$ cat src/rtl/ucomp_pkg.sv
// Shared definitions for the ucomputer_gen microcomputer.
//   - OP_* : instruction opcodes (upper OPC_W bits of the instruction word)
//   - state_t : microsequencer steps T0..T4 plus the terminal HALT state
package ucomp_pkg;

    localparam int OP_NOP = 0;
    localparam int OP_LDA = 1;
    localparam int OP_ADD = 2;
    localparam int OP_SUB = 3;
    localparam int OP_STA = 4;
    localparam int OP_LDI = 5;
    localparam int OP_JMP = 6;
    localparam int OP_JC  = 7;
    localparam int OP_JZ  = 8;
    localparam int OP_OUT = 14;
    localparam int OP_HLT = 15;

    typedef enum logic [2:0] {
        ST_T0   = 3'd0,
        ST_T1   = 3'd1,
        ST_T2   = 3'd2,
        ST_T3   = 3'd3,
        ST_T4   = 3'd4,
        ST_HALT = 3'd5
    } state_t;

endpackage

$ cat src/rtl/alu_gen.sv
// Combinational adder/subtractor for the accumulator datapath.
// Ports:
//   a, b   : operands
//   sub    : 0 = a+b, 1 = a-b
//   result : a+b or a-b modulo 2**DATA_W
//   carry  : carry-out on add; no-borrow (a >= b unsigned) on subtract
//   zero   : result == 0
module alu_gen #(
    parameter int DATA_W = 8
) (
    input  logic [DATA_W-1:0] a,
    input  logic [DATA_W-1:0] b,
    input  logic              sub,
    output logic [DATA_W-1:0] result,
    output logic              carry,
    output logic              zero
);

    logic [DATA_W-1:0] b_eff;
    logic [DATA_W:0]   sum;

    // Subtraction as a + ~b + 1: the carry-out is then exactly "no borrow".
    assign b_eff  = sub ? ~b : b;
    assign sum    = {1'b0, a} + {1'b0, b_eff} + {{DATA_W{1'b0}}, sub};
    assign result = sum[DATA_W-1:0];
    assign carry  = sum[DATA_W];
    assign zero   = (sum[DATA_W-1:0] == '0);

endmodule

$ cat src/rtl/ucomputer_gen.sv
// SAP-style accumulator microcomputer with a variable-length microsequencer.
// Optional build macro: UCOMP_BRANCH_EN enables JMP/JC/JZ; without it those
// opcodes execute as 3-cycle NOPs (flags are still computed by ADD/SUB).
// Ports:
//   clk, clear             : rising-edge clock, asynchronous active-low reset
//   run                    : 1 = execute, 0 = pause at the next T0
//   prog_we/addr/data      : host program-load port
//   out, out_valid         : output register and its one-cycle update strobe
//   halted                 : high after HLT until clear
//   dbg_state, dbg_pc, dbg_a, dbg_carry, dbg_zero : observation of internal state
// Handshake: out_valid is high for exactly the one cycle in which out carries a
// freshly written value (there is no back-pressure); prog_we is accepted only in
// a cycle where the machine sits in T0 with run low, and is otherwise dropped.
module ucomputer_gen
    import ucomp_pkg::*;
#(
    parameter int DATA_W = 8,
    parameter int ADDR_W = 4,
    parameter int OPC_W  = 4
) (
    input  logic              clk,
    input  logic              clear,
    input  logic              run,
    input  logic              prog_we,
    input  logic [ADDR_W-1:0] prog_addr,
    input  logic [DATA_W-1:0] prog_data,
    output logic [DATA_W-1:0] out,
    output logic              out_valid,
    output logic              halted,
    output state_t            dbg_state,
    output logic [ADDR_W-1:0] dbg_pc,
    output logic [DATA_W-1:0] dbg_a,
    output logic              dbg_carry,
    output logic              dbg_zero
);

    localparam int DEPTH = 2 ** ADDR_W;

    if (OPC_W + ADDR_W > DATA_W) begin : g_bad_widths
        $error("ucomputer_gen: OPC_W + ADDR_W must not exceed DATA_W");
    end

    state_t            state, state_n;
    logic [ADDR_W-1:0] pc, mar;
    logic [DATA_W-1:0] ir, a, b;
    logic              carry, zero;
    logic [DATA_W-1:0] mem [DEPTH];

    logic [31:0]       opc;
    logic [ADDR_W-1:0] operand;
    logic [DATA_W-1:0] ram_rd;
    logic [DATA_W-1:0] alu_res;
    logic              alu_carry, alu_zero;
    logic              prog_ok;

    // Control strobes decoded from the current step.
    logic ld_mar_pc, ld_ir, ld_mar_op, ld_a_mem, ld_b, ld_alu;
    logic ram_we, ld_a_imm, ld_pc_op, ld_out;

    assign opc     = 32'(ir[DATA_W-1 -: OPC_W]);
    assign operand = ir[ADDR_W-1:0];
    assign ram_rd  = mem[mar];
    assign prog_ok = prog_we && (state == ST_T0) && !run;

    alu_gen #(.DATA_W(DATA_W)) u_alu (
        .a      (a),
        .b      (b),
        .sub    (opc == OP_SUB),
        .result (alu_res),
        .carry  (alu_carry),
        .zero   (alu_zero)
    );

    always_ff @(posedge clk or negedge clear) begin
        if (!clear) state <= ST_T0;
        else        state <= state_n;
    end

    always_comb begin
        state_n   = state;
        ld_mar_pc = 1'b0;
        ld_ir     = 1'b0;
        ld_mar_op = 1'b0;
        ld_a_mem  = 1'b0;
        ld_b      = 1'b0;
        ld_alu    = 1'b0;
        ram_we    = 1'b0;
        ld_a_imm  = 1'b0;
        ld_pc_op  = 1'b0;
        ld_out    = 1'b0;
        case (state)
            // Instruction boundary: the only place run is looked at.
            ST_T0: begin
                if (run) begin
                    ld_mar_pc = 1'b1;
                    state_n   = ST_T1;
                end
            end
            ST_T1: begin
                ld_ir   = 1'b1;
                state_n = ST_T2;
            end
            ST_T2: begin
                state_n = ST_T0;
                case (opc)
                    OP_LDA, OP_ADD, OP_SUB, OP_STA: begin
                        ld_mar_op = 1'b1;
                        state_n   = ST_T3;
                    end
                    OP_LDI: ld_a_imm = 1'b1;
`ifdef UCOMP_BRANCH_EN
                    OP_JMP: ld_pc_op = 1'b1;
                    OP_JC:  ld_pc_op = carry;
                    OP_JZ:  ld_pc_op = zero;
`endif
                    OP_OUT: ld_out  = 1'b1;
                    OP_HLT: state_n = ST_HALT;
                    default: ;
                endcase
            end
            ST_T3: begin
                state_n = ST_T0;
                case (opc)
                    OP_LDA: ld_a_mem = 1'b1;
                    OP_ADD, OP_SUB: begin
                        ld_b    = 1'b1;
                        state_n = ST_T4;
                    end
                    OP_STA: ram_we = 1'b1;
                    default: ;
                endcase
            end
            ST_T4: begin
                ld_alu  = 1'b1;
                state_n = ST_T0;
            end
            ST_HALT: state_n = ST_HALT;
            default: state_n = ST_T0;
        endcase
    end

    always_ff @(posedge clk or negedge clear) begin
        if (!clear) begin
            pc        <= '0;
            mar       <= '0;
            ir        <= '0;
            a         <= '0;
            b         <= '0;
            carry     <= 1'b0;
            zero      <= 1'b0;
            out       <= '0;
            out_valid <= 1'b0;
        end else begin
            out_valid <= ld_out;
            if (ld_mar_pc) mar <= pc;
            if (ld_mar_op) mar <= operand;
            if (ld_ir) begin
                ir <= ram_rd;
                pc <= pc + 1'b1;
            end
            if (ld_pc_op) pc <= operand;
            if (ld_a_mem) a <= ram_rd;
            if (ld_a_imm) a <= {{(DATA_W-ADDR_W){1'b0}}, operand};
            if (ld_b)     b <= ram_rd;
            if (ld_alu) begin
                a     <= alu_res;
                carry <= alu_carry;
                zero  <= alu_zero;
            end
            if (ld_out) out <= a;
        end
    end

    // RAM is not reset; STA and host loads never coincide (STA only in T3).
    always_ff @(posedge clk) begin
        if (ram_we)       mem[mar]       <= a;
        else if (prog_ok) mem[prog_addr] <= prog_data;
    end

    assign halted    = (state == ST_HALT);
    assign dbg_state = state;
    assign dbg_pc    = pc;
    assign dbg_a     = a;
    assign dbg_carry = carry;
    assign dbg_zero  = zero;

endmodule

$ cat config.mk
export PLATFORM = sky130hd
export DESIGN_NAME = ucomputer_gen
export DESIGN_NICKNAME = d
export VERILOG_FILES = /design/src/rtl/ucomp_pkg.sv /design/src/rtl/alu_gen.sv /design/src/rtl/ucomputer_gen.sv
export SDC_FILE = /design/constraint.sdc
export NUM_CORES = 1
export LEC_CHECK = 0
export BUFFER_PORTS_ARGS = -buffer_cell sky130_fd_sc_hd__buf_2
export CORE_UTILIZATION = 65
export CTS_CLUSTER_DIAMETER = 200
export DETAILED_ROUTE_END_ITERATION = 10
export PLACE_DENSITY = 0.84
export SLEW_MARGIN = 25
export SYNTH_ARGS = -nofsm -noshare
export SYNTH_HDL_FRONTEND = slang
export SYNTH_SLANG_ARGS = --single-unit
export TNS_END_PERCENT = 20
$ cat constraint.sdc
create_clock -name clk -period 7.45 [get_ports clk]
set_input_delay 0.745 -clock clk [delete_from_list [all_inputs] [get_ports clk]]
set_output_delay 0.745 -clock clk [all_outputs]
set_load 0.01 [all_outputs]
==> results by group, run 1 <==
Status
  – Status: finished clean

Critical path
  – Kind of critical path: reg2reg
  – CP Capture Type: register
  – Worst endpoint data arrival time: 3.49 ns
  – RR Endpoint: dbg_a[6]$_DFFE_PN0P_
  – Slowest cell on crit path: nand4bb_1
  – Cell family with most CP delay: compound AO/OA/AOI/OAI gates
  – Worst-path cell chain: nand4bb_1, xnor2_1, fa_1, a211oi_1, o21bai_1, a211oi_1, o21ai_0, a21boi_0
  – Startpoint Class: register
  – Worst Path Required: 7.75 ns
  – WP depth: 8
  – Critical Path Start: ir[6]$_DFFE_PN0N_
  – Critical Path Max Stage Delay: 0.62 ns
  – Critical path buffers and inverters: 0
  – Critical Path End: dbg_a[6]$_DFFE_PN0P_
  – FF-to-FF path depth: 8
  – R2R Setup Slk: 4.27 ns
  – Worst-path fanout max: 9
  – Reg2reg start: ir[6]$_DFFE_PN0N_
  – Cell repeated most along the worst path: a211oi_1

Drt
  – Iteration-0 DRC count of the detailed router: 477
  – Drt pass-1 iters: 5
  – Antenna-violating nets left: 0
  – Vias: 4273
  – Wire length per cell: 25.2 microns
  – Final wirelength: 16200 microns
  – Vias/cell: 6.64
  – DRC Markers: 0

Timing
  – Final TNS setup: 0 ns
  – Final Setup Violations: 0
  – Final min period: 3.18 ns
  – Slew headroom: 0.310
  – Hold WS: 0.308 ns
  – Fin crit share: 0.427
  – Least-Margin Pin Slew: 1.03 ns
  – Clock skew: 0.0117 ns
  – F_max: 0.314 GHz
  – Max-slew violations: 0
  – Hold Vio Cnt, Final: 0
  – RSZ-0062 raised after global routing: no

Global route
  – Initial antenna violation count: 0
  – Largest net degree at the start of global routing: 47
  – GRT Total Usage: 0.291
  – First-pass GRT wire length: 24100 microns
  – Vias in the first global route: 4118
  – Total gr overflow: 0

Clocking
  – Clock transition at path regs: 0.07 ns
  – TritonCTS clock tree: done
  – Clock buffer depth: 2
  – CTS sink cnt: 174
  – CTS buffer count: 17
  – H-tree depth: 4
  – CTS-repair resized insts: 0
  – Clk Tree Root Cell: clkbuf_16
  – Setup bufs post-CTS: 0
  – CTS Hold Bufs: 0
  – Latest clock arrival within the worst-skew pair: 0.43 ns

Synthesis
  – Syn_nets: 475
  – Most frequent cell after synthesis: edfxtp_1
  – Post-synth EDFFs: 128
  – Post-Synthesis Mean Instance Area: 17.0 sq um
  – Most frequent cells after synthesis: 128 x edfxtp_1, 46 x dfrtp_1, 32 x nor2_1
  – Area contributors post-synth: edfxtp_1 50%, dfrtp_1 15%, mux4_1 6.5%, mux4_2 5.9%, mux2_2 4.4%
  – Ys async rst share: 0.264
  – Synth Flop Type: edfxtp_1
  – Register area share after synthesis: 0.655
  – Yosys warnings: 0
  – Synthesized area: 0.00762 sq mm
  – Cell variety after synth: 58
  – Share of the synthesized area in the top cell type: 0.504
  – Area leader, netlist: edfxtp_1
  – Synthesized netlist cell count: 449
  – Flops & latches, synth: 174

Place
  – Post-DP HPWL: 10500 microns
  – Gpl congestion: 0.885
  – Placed cell areas: 0.00787 sq mm
  – IO buf count: 42

Die
  – Row count: 39
  – Die area: 0.0122 sq mm
  – Core ar.: 0.0114 sq mm
  – Die width: 110 microns
  – Num ports: 43
  – Initial core utilization: 0.668
  – Chip height: 110 microns

Flow run
  – Max Cap Viol: 0

Power
  – Pwr/cell area: 417 mW/mm^2
  – Leak: 3.16 nW
  – Max VDD drop: 0.000298 V

Finish
  – Final core utilization: 0.737
  – Area grow syn2layout: 10.4%
  – Diode count: 0
  – Share of cells above drive strength 1: 0.257
  – # fillers: 709
  – Nets: 514
  – Post-route cell area: 0.00842 sq mm

Worst hold path
  – Hold Path Class: in2async
## power by group
group / switching, mW / leakage (nW) / total, mW / internal, mW
Combinational: 0.653 / 1.15 / 1.19 / 0.533
Sequential: 0.203 / 1.74 / 1.48 / 1.28
Clock: 0.377 / 0.267 / 0.839 / 0.462
Total: 1.23 / 3.16 / 3.51 / 2.27
## metrics by stage
step	worst slack (ns)	instances	power, mW
5_1_grt	4.02	644	3.67
6_report	4.27	644	3.51
3_5_place_dp	4.41	612	2.67
4_1_cts	4.34	644	3.51
3_3_place_gp	4.52	612	2.62
2_1_floorplan	4.87	449	2.32
## cells by family (layout without fill, tap and decap cells)
kind of cell | count (synthesis) | after routing | share of synthesized area
XOR/XNOR | 17 | 17 | 0.0195
buffers and inverters | 29 | 81 | 0.0238
AND/OR/NAND/NOR | 88 | 88 | 0.0579
flip-flops | 174 | 174 | 0.655
adder cells (fa/ha/maj) | 10 | 10 | 0.0174
AO/OA/AOI/OAI | 58 | 58 | 0.0502
multiplexers | 73 | 73 | 0.176
## cell usage in the layout, fill, tap and decap left out, drive strengths merged, types with 2 or more instances in the layout
| cell | Yosys | routed |
|---|---|---|
| inv | 6 | 10 |
| nand2b | 4 | 4 |
| a22oi | 4 | 4 |
| and4 | 2 | 2 |
| clkbuf | 10 | 20 |
| buf | 13 | 43 |
| and3 | 2 | 2 |
| dfrtp | 46 | 46 |
| a31oi | 7 | 7 |
| xor2 | 7 | 7 |
| nand4 | 4 | 4 |
| xnor2 | 10 | 10 |
| ha | 9 | 9 |
| mux4 | 39 | 39 |
| o22a | 2 | 2 |
| nor2 | 32 | 32 |
| nand2 | 23 | 23 |
| o21ai | 9 | 9 |
| edfxtp | 128 | 128 |
| nor3 | 3 | 3 |
| o22ai | 2 | 2 |
| nor3b | 6 | 6 |
| nor2b | 2 | 2 |
| a21oi | 16 | 16 |
| clkinv | 0 | 6 |
| a211oi | 4 | 4 |
| nand3b | 2 | 2 |
| a32oi | 2 | 2 |
| mux2 | 33 | 33 |
## layout make-up
class	instances	area, sq um	area share
well taps	143	179	0.0213
flip-flops and latches	174	5000	0.594
multi-input cells	246	2450	0.291
clock buffers	20	437	0.0519
clock inverters	12	109	0.0129
inverters	6	22.5	0.00267
repair buffers	43	220	0.0262
## worst reg2reg max path, delay by kind of cell (launching register included)
family | cells | cell delay, ns
DFF | 1 | 0.45
xor gates and xnor gates | 1 | 0.35
adders and majority gates | 1 | 0.49
and+or+nand+nor | 1 | 0.62
AOI/OAI and AO/OA | 5 | 1.15
## sequential cells by signal, summed over array words and instances (netlist names)
signal	cells
b	8
dbg_a	8
dbg_pc	4
dbg_state	3
ir	8
mar	4
mem	128
out_valid	1
out	8
dbg_zero	1
dbg_carry	1
## worst min path at each step
stage | from | end | slack [ns] | cells past startpoint
3_5_place_dp | dbg_zero$_DFFE_PN0P_ | dbg_zero$_DFFE_PN0P_ | 0.49 | 1
3_3_place_gp | dbg_zero$_DFFE_PN0P_ | dbg_zero$_DFFE_PN0P_ | 0.48 | 1
4_1_cts | clear | dbg_zero$_DFFE_PN0P_ | 0.50 | 1
5_1_grt | clear | dbg_zero$_DFFE_PN0P_ | 0.35 | 1
2_1_floorplan | clear | b[0]$_DFFE_PN0P_ | 0.45 | 0
6_report | clear | dbg_zero$_DFFE_PN0P_ | 0.31 | 1
## routing by layer
metal | up-vias | track usage | share of wire
met5 | - | 0 | 0
met4 | 0 | 0.109 | 0.028
met3 | 45 | 0.0805 | 0.059
met2 | 185 | 0.479 | 0.52
met1 | 2179 | 0.372 | 0.40
li1 | 1864 | - | -
No activity file was read; power rests on OpenSTA's default activity.
==> run 2, diff against run 1 <==
ABC_AREA = 1   (was default)
CORE_UTILIZATION = 61   (was 65)
PLACE_DENSITY = 0.8   (was 0.84)
clock period = 3.2 ns   (was 7.45 ns; I/O delays follow)
==> run 2 against run 1 <==
First-iteration DRC count rose by 72%. Via count rose by 38%. Maximum frequency rose by 22%. Synthesized cell count rose by 77%.
==> results by group, run 2 <==
Finish
  – Area occupied by multi-input gates: 0.00256 sq mm
  – Max reg flops: 128
  – Nets: 860
  – Diode count: 0
  – Commonest cells after routing, fill and taps aside: 151 x nand2_1, 128 x edfxtp_1, 118 x nor2_1
  – Cell Count, Final, Fillers Out: 1019
  – Commonest non-fill, non-tap cell in the layout: nand2_1
  – Register area: 0.00500 sq mm
  – # fillers: 902
  – Area grow syn2layout: 11.6%
  – Top reg by flops: mem
  – Share of cells above drive strength 1: 0.142

Critical path
  – Worst-path fanout max: 20
  – Worst endpoint data arrival time: 2.67 ns
  – Startpoint Class: register
  – Kind of critical path: reg2reg
  – Worst Path Required: 3.26 ns
  – CP Capture Type: register

Timing
  – Max-slew violations: 0
  – Least-Margin Pin Slew: 0.912 ns
  – Final TNS setup: 0 ns
  – RSZ-0062 raised after global routing: no
  – Fin crit share: 0.815
  – Slew headroom: 0.392
  – Final Setup Violations: 0
  – Final min period: 2.61 ns
  – Clock skew: 0.00905 ns
  – F_max: 0.383 GHz
  – Hold Vio Cnt, Final: 0

Drt
  – DRC Markers: 0
  – Antenna-violating nets left: 0
  – Drt pass-1 iters: 6
  – Vias: 5914
  – Final wirelength: 18800 microns
  – Iteration-0 DRC count of the detailed router: 820
  – Vias/cell: 5.80
  – Wire length per cell: 18.4 microns

Place
  – Placed cell count: 986
  – IO buf count: 42
  – Gpl congestion: 0.924
  – Post-DP HPWL: 12400 microns

Clocking
  – Clock buffer depth: 2
  – Latest clock arrival within the worst-skew pair: 0.43 ns
  – Clk Tree Root Cell: clkbuf_16
  – H-tree depth: 4
  – CTS Hold Bufs: 0
  – TritonCTS clock tree: done
  – CTS buffer count: 17
  – Clock transition at path regs: 0.06 ns
  – CTS sink cnt: 174
  – Setup bufs post-CTS: 0
  – CTS-repair resized insts: 0

Synthesis
  – Post-Synthesis Mean Instance Area: 10.1 sq um
  – Most frequent cells after synthesis: 151 x nand2_1, 128 x edfxtp_1, 118 x nor2_1
  – Area leader, netlist: edfxtp_1
  – Synthesized area: 0.00802 sq mm
  – Flops & latches, synth: 174
  – Area contributors post-synth: edfxtp_1 48%, dfrtp_1 14%, nand2_1 7.1%, nor2_1 5.5%, o21ai_0 5.0%
  – Syn_nets: 820
  – Most frequent cell after synthesis: nand2_1
  – Cell variety after synth: 43
  – Yosys warnings: 0
  – Ys async rst share: 0.264
  – Synthesized netlist cell count: 794
  – Share of the synthesized area in the top cell type: 0.479
  – Register area share after synthesis: 0.623
  – Synth Flop Type: edfxtp_1
  – Post-synth EDFFs: 128

Power
  – Pwr/cell area: 968 mW/mm^2
  – Total Power: 8.67 mW
  – Max VDD drop: 0.000615 V
  – Leak: 3.71 nW

Flow run
  – Max Cap Viol: 0

Die
  – Die width: 117 microns
  – Core ar.: 0.0127 sq mm
  – Die area: 0.0136 sq mm
  – Row count: 41
  – Chip height: 117 microns
  – Initial core utilization: 0.630
  – Num ports: 43

Global route
  – GRT Total Usage: 0.299
  – Largest net degree at the start of global routing: 74
  – First-pass GRT wire length: 29300 microns
  – Total gr overflow: 0
  – Initial antenna violation count: 0
  – Vias in the first global route: 5523

Worst hold path
  – Hold Path Class: in2reg

Status
  – Status: finished clean
run 2: changes by cell type in the layout (fill, tap and decap cells not counted), moves of 19 or more:
| cell | delta |
|---|---|
| nor2_1 | +86 |
| mux4_1 | -19 |
| mux2_2 | -30 |
| o21ai_0 | +65 |
| mux4_2 | -20 |
| inv_1 | +67 |
| nand3_1 | +56 |
| nand2_1 | +128 |
run 2: final timing paths:
check / start / end / slack [ns] / cells after the start
max: dbg_state[1]$_DFFE_PN0P_ / mem[13][2]$_DFFE_PP_ / 0.59 / 9
min reg2reg: dbg_zero$_DFFE_PN0P_ / dbg_zero$_DFFE_PN0P_ / 0.47 / 2
min in group asynchronous: clear / dbg_pc[0]$_DFFE_PN0N_ / 0.44 / 2
min: run / dbg_state[0]$_DFFE_PN0P_ / 0.27 / 3
max reg2reg: dbg_state[1]$_DFFE_PN0P_ / mem[13][2]$_DFFE_PP_ / 0.59 / 9
max in group asynchronous: clear / mar[0]$_DFFE_PN0P_ / 2.34 / 2
run 2: cell type report:
type,instances,area share
sequential,174,0.558
multi-input combinational,505,0.286
clock buffer,23,0.0523
inverter,83,0.0348
timing repair buffer,53,0.0347
tap,172,0.0240
clock inverter,9,0.0101
run 2: logic make-up after synthesis:
logic type	Yosys count	share of synthesized area
AO/OA/AOI/OAI	128	0.0947
XOR/XNOR	11	0.0120
adder cells (fa/ha/maj)	10	0.0165
buffers and inverters	115	0.0607
flip-flops	174	0.623
AND/OR/NAND/NOR	356	0.193
run 2: power by group:
part | internal, mW | leakage (nW) | total [mW] | switching [mW]
Clock | 1.12 | 0.268 | 1.95 | 0.832
Combinational | 1.04 | 1.68 | 3.51 | 2.47
Sequential | 2.96 | 1.76 | 3.21 | 0.245
Total | 5.12 | 3.71 | 8.67 | 3.55
run 2: worst max-delay path, cell delays in order (launching register included):
cell,delay [ns]
dfrtp_1,0.47
nor2_4,0.17
nand2_2,0.10
nor2_4,0.13
nand2_4,0.09
inv_2,0.33
o21ai_2,0.12
inv_2,0.09
nand2_1,0.14
nor2_1,0.60
run 2: layer usage:
layer	vias up	global-route usage	wire length, microns
met5	-	0	0
met4	0	0.128	464
met3	38	0.0695	1650
li1	2753	-	-
met2	344	0.453	8780
met1	2779	0.420	7890
run 2: per-stage QoR:
| step | worst slack [ns] | utilization | cell area, sq um | hold WS (ns) |
|---|---|---|---|---|
| after detailed placement | 0.615 | 0.659 | 8380 | 0.461 |
| after global routing | 0.426 | 0.704 | 8950 | 0.268 |
| after global placement | 0.774 | 0.659 | 8380 | 0.458 |
| after CTS | 0.583 | 0.703 | 8940 | 0.0935 |
| after floorplan | 1.10 | - | 8020 | 0.0244 |
| final | 0.591 | 0.704 | 8950 | 0.273 |
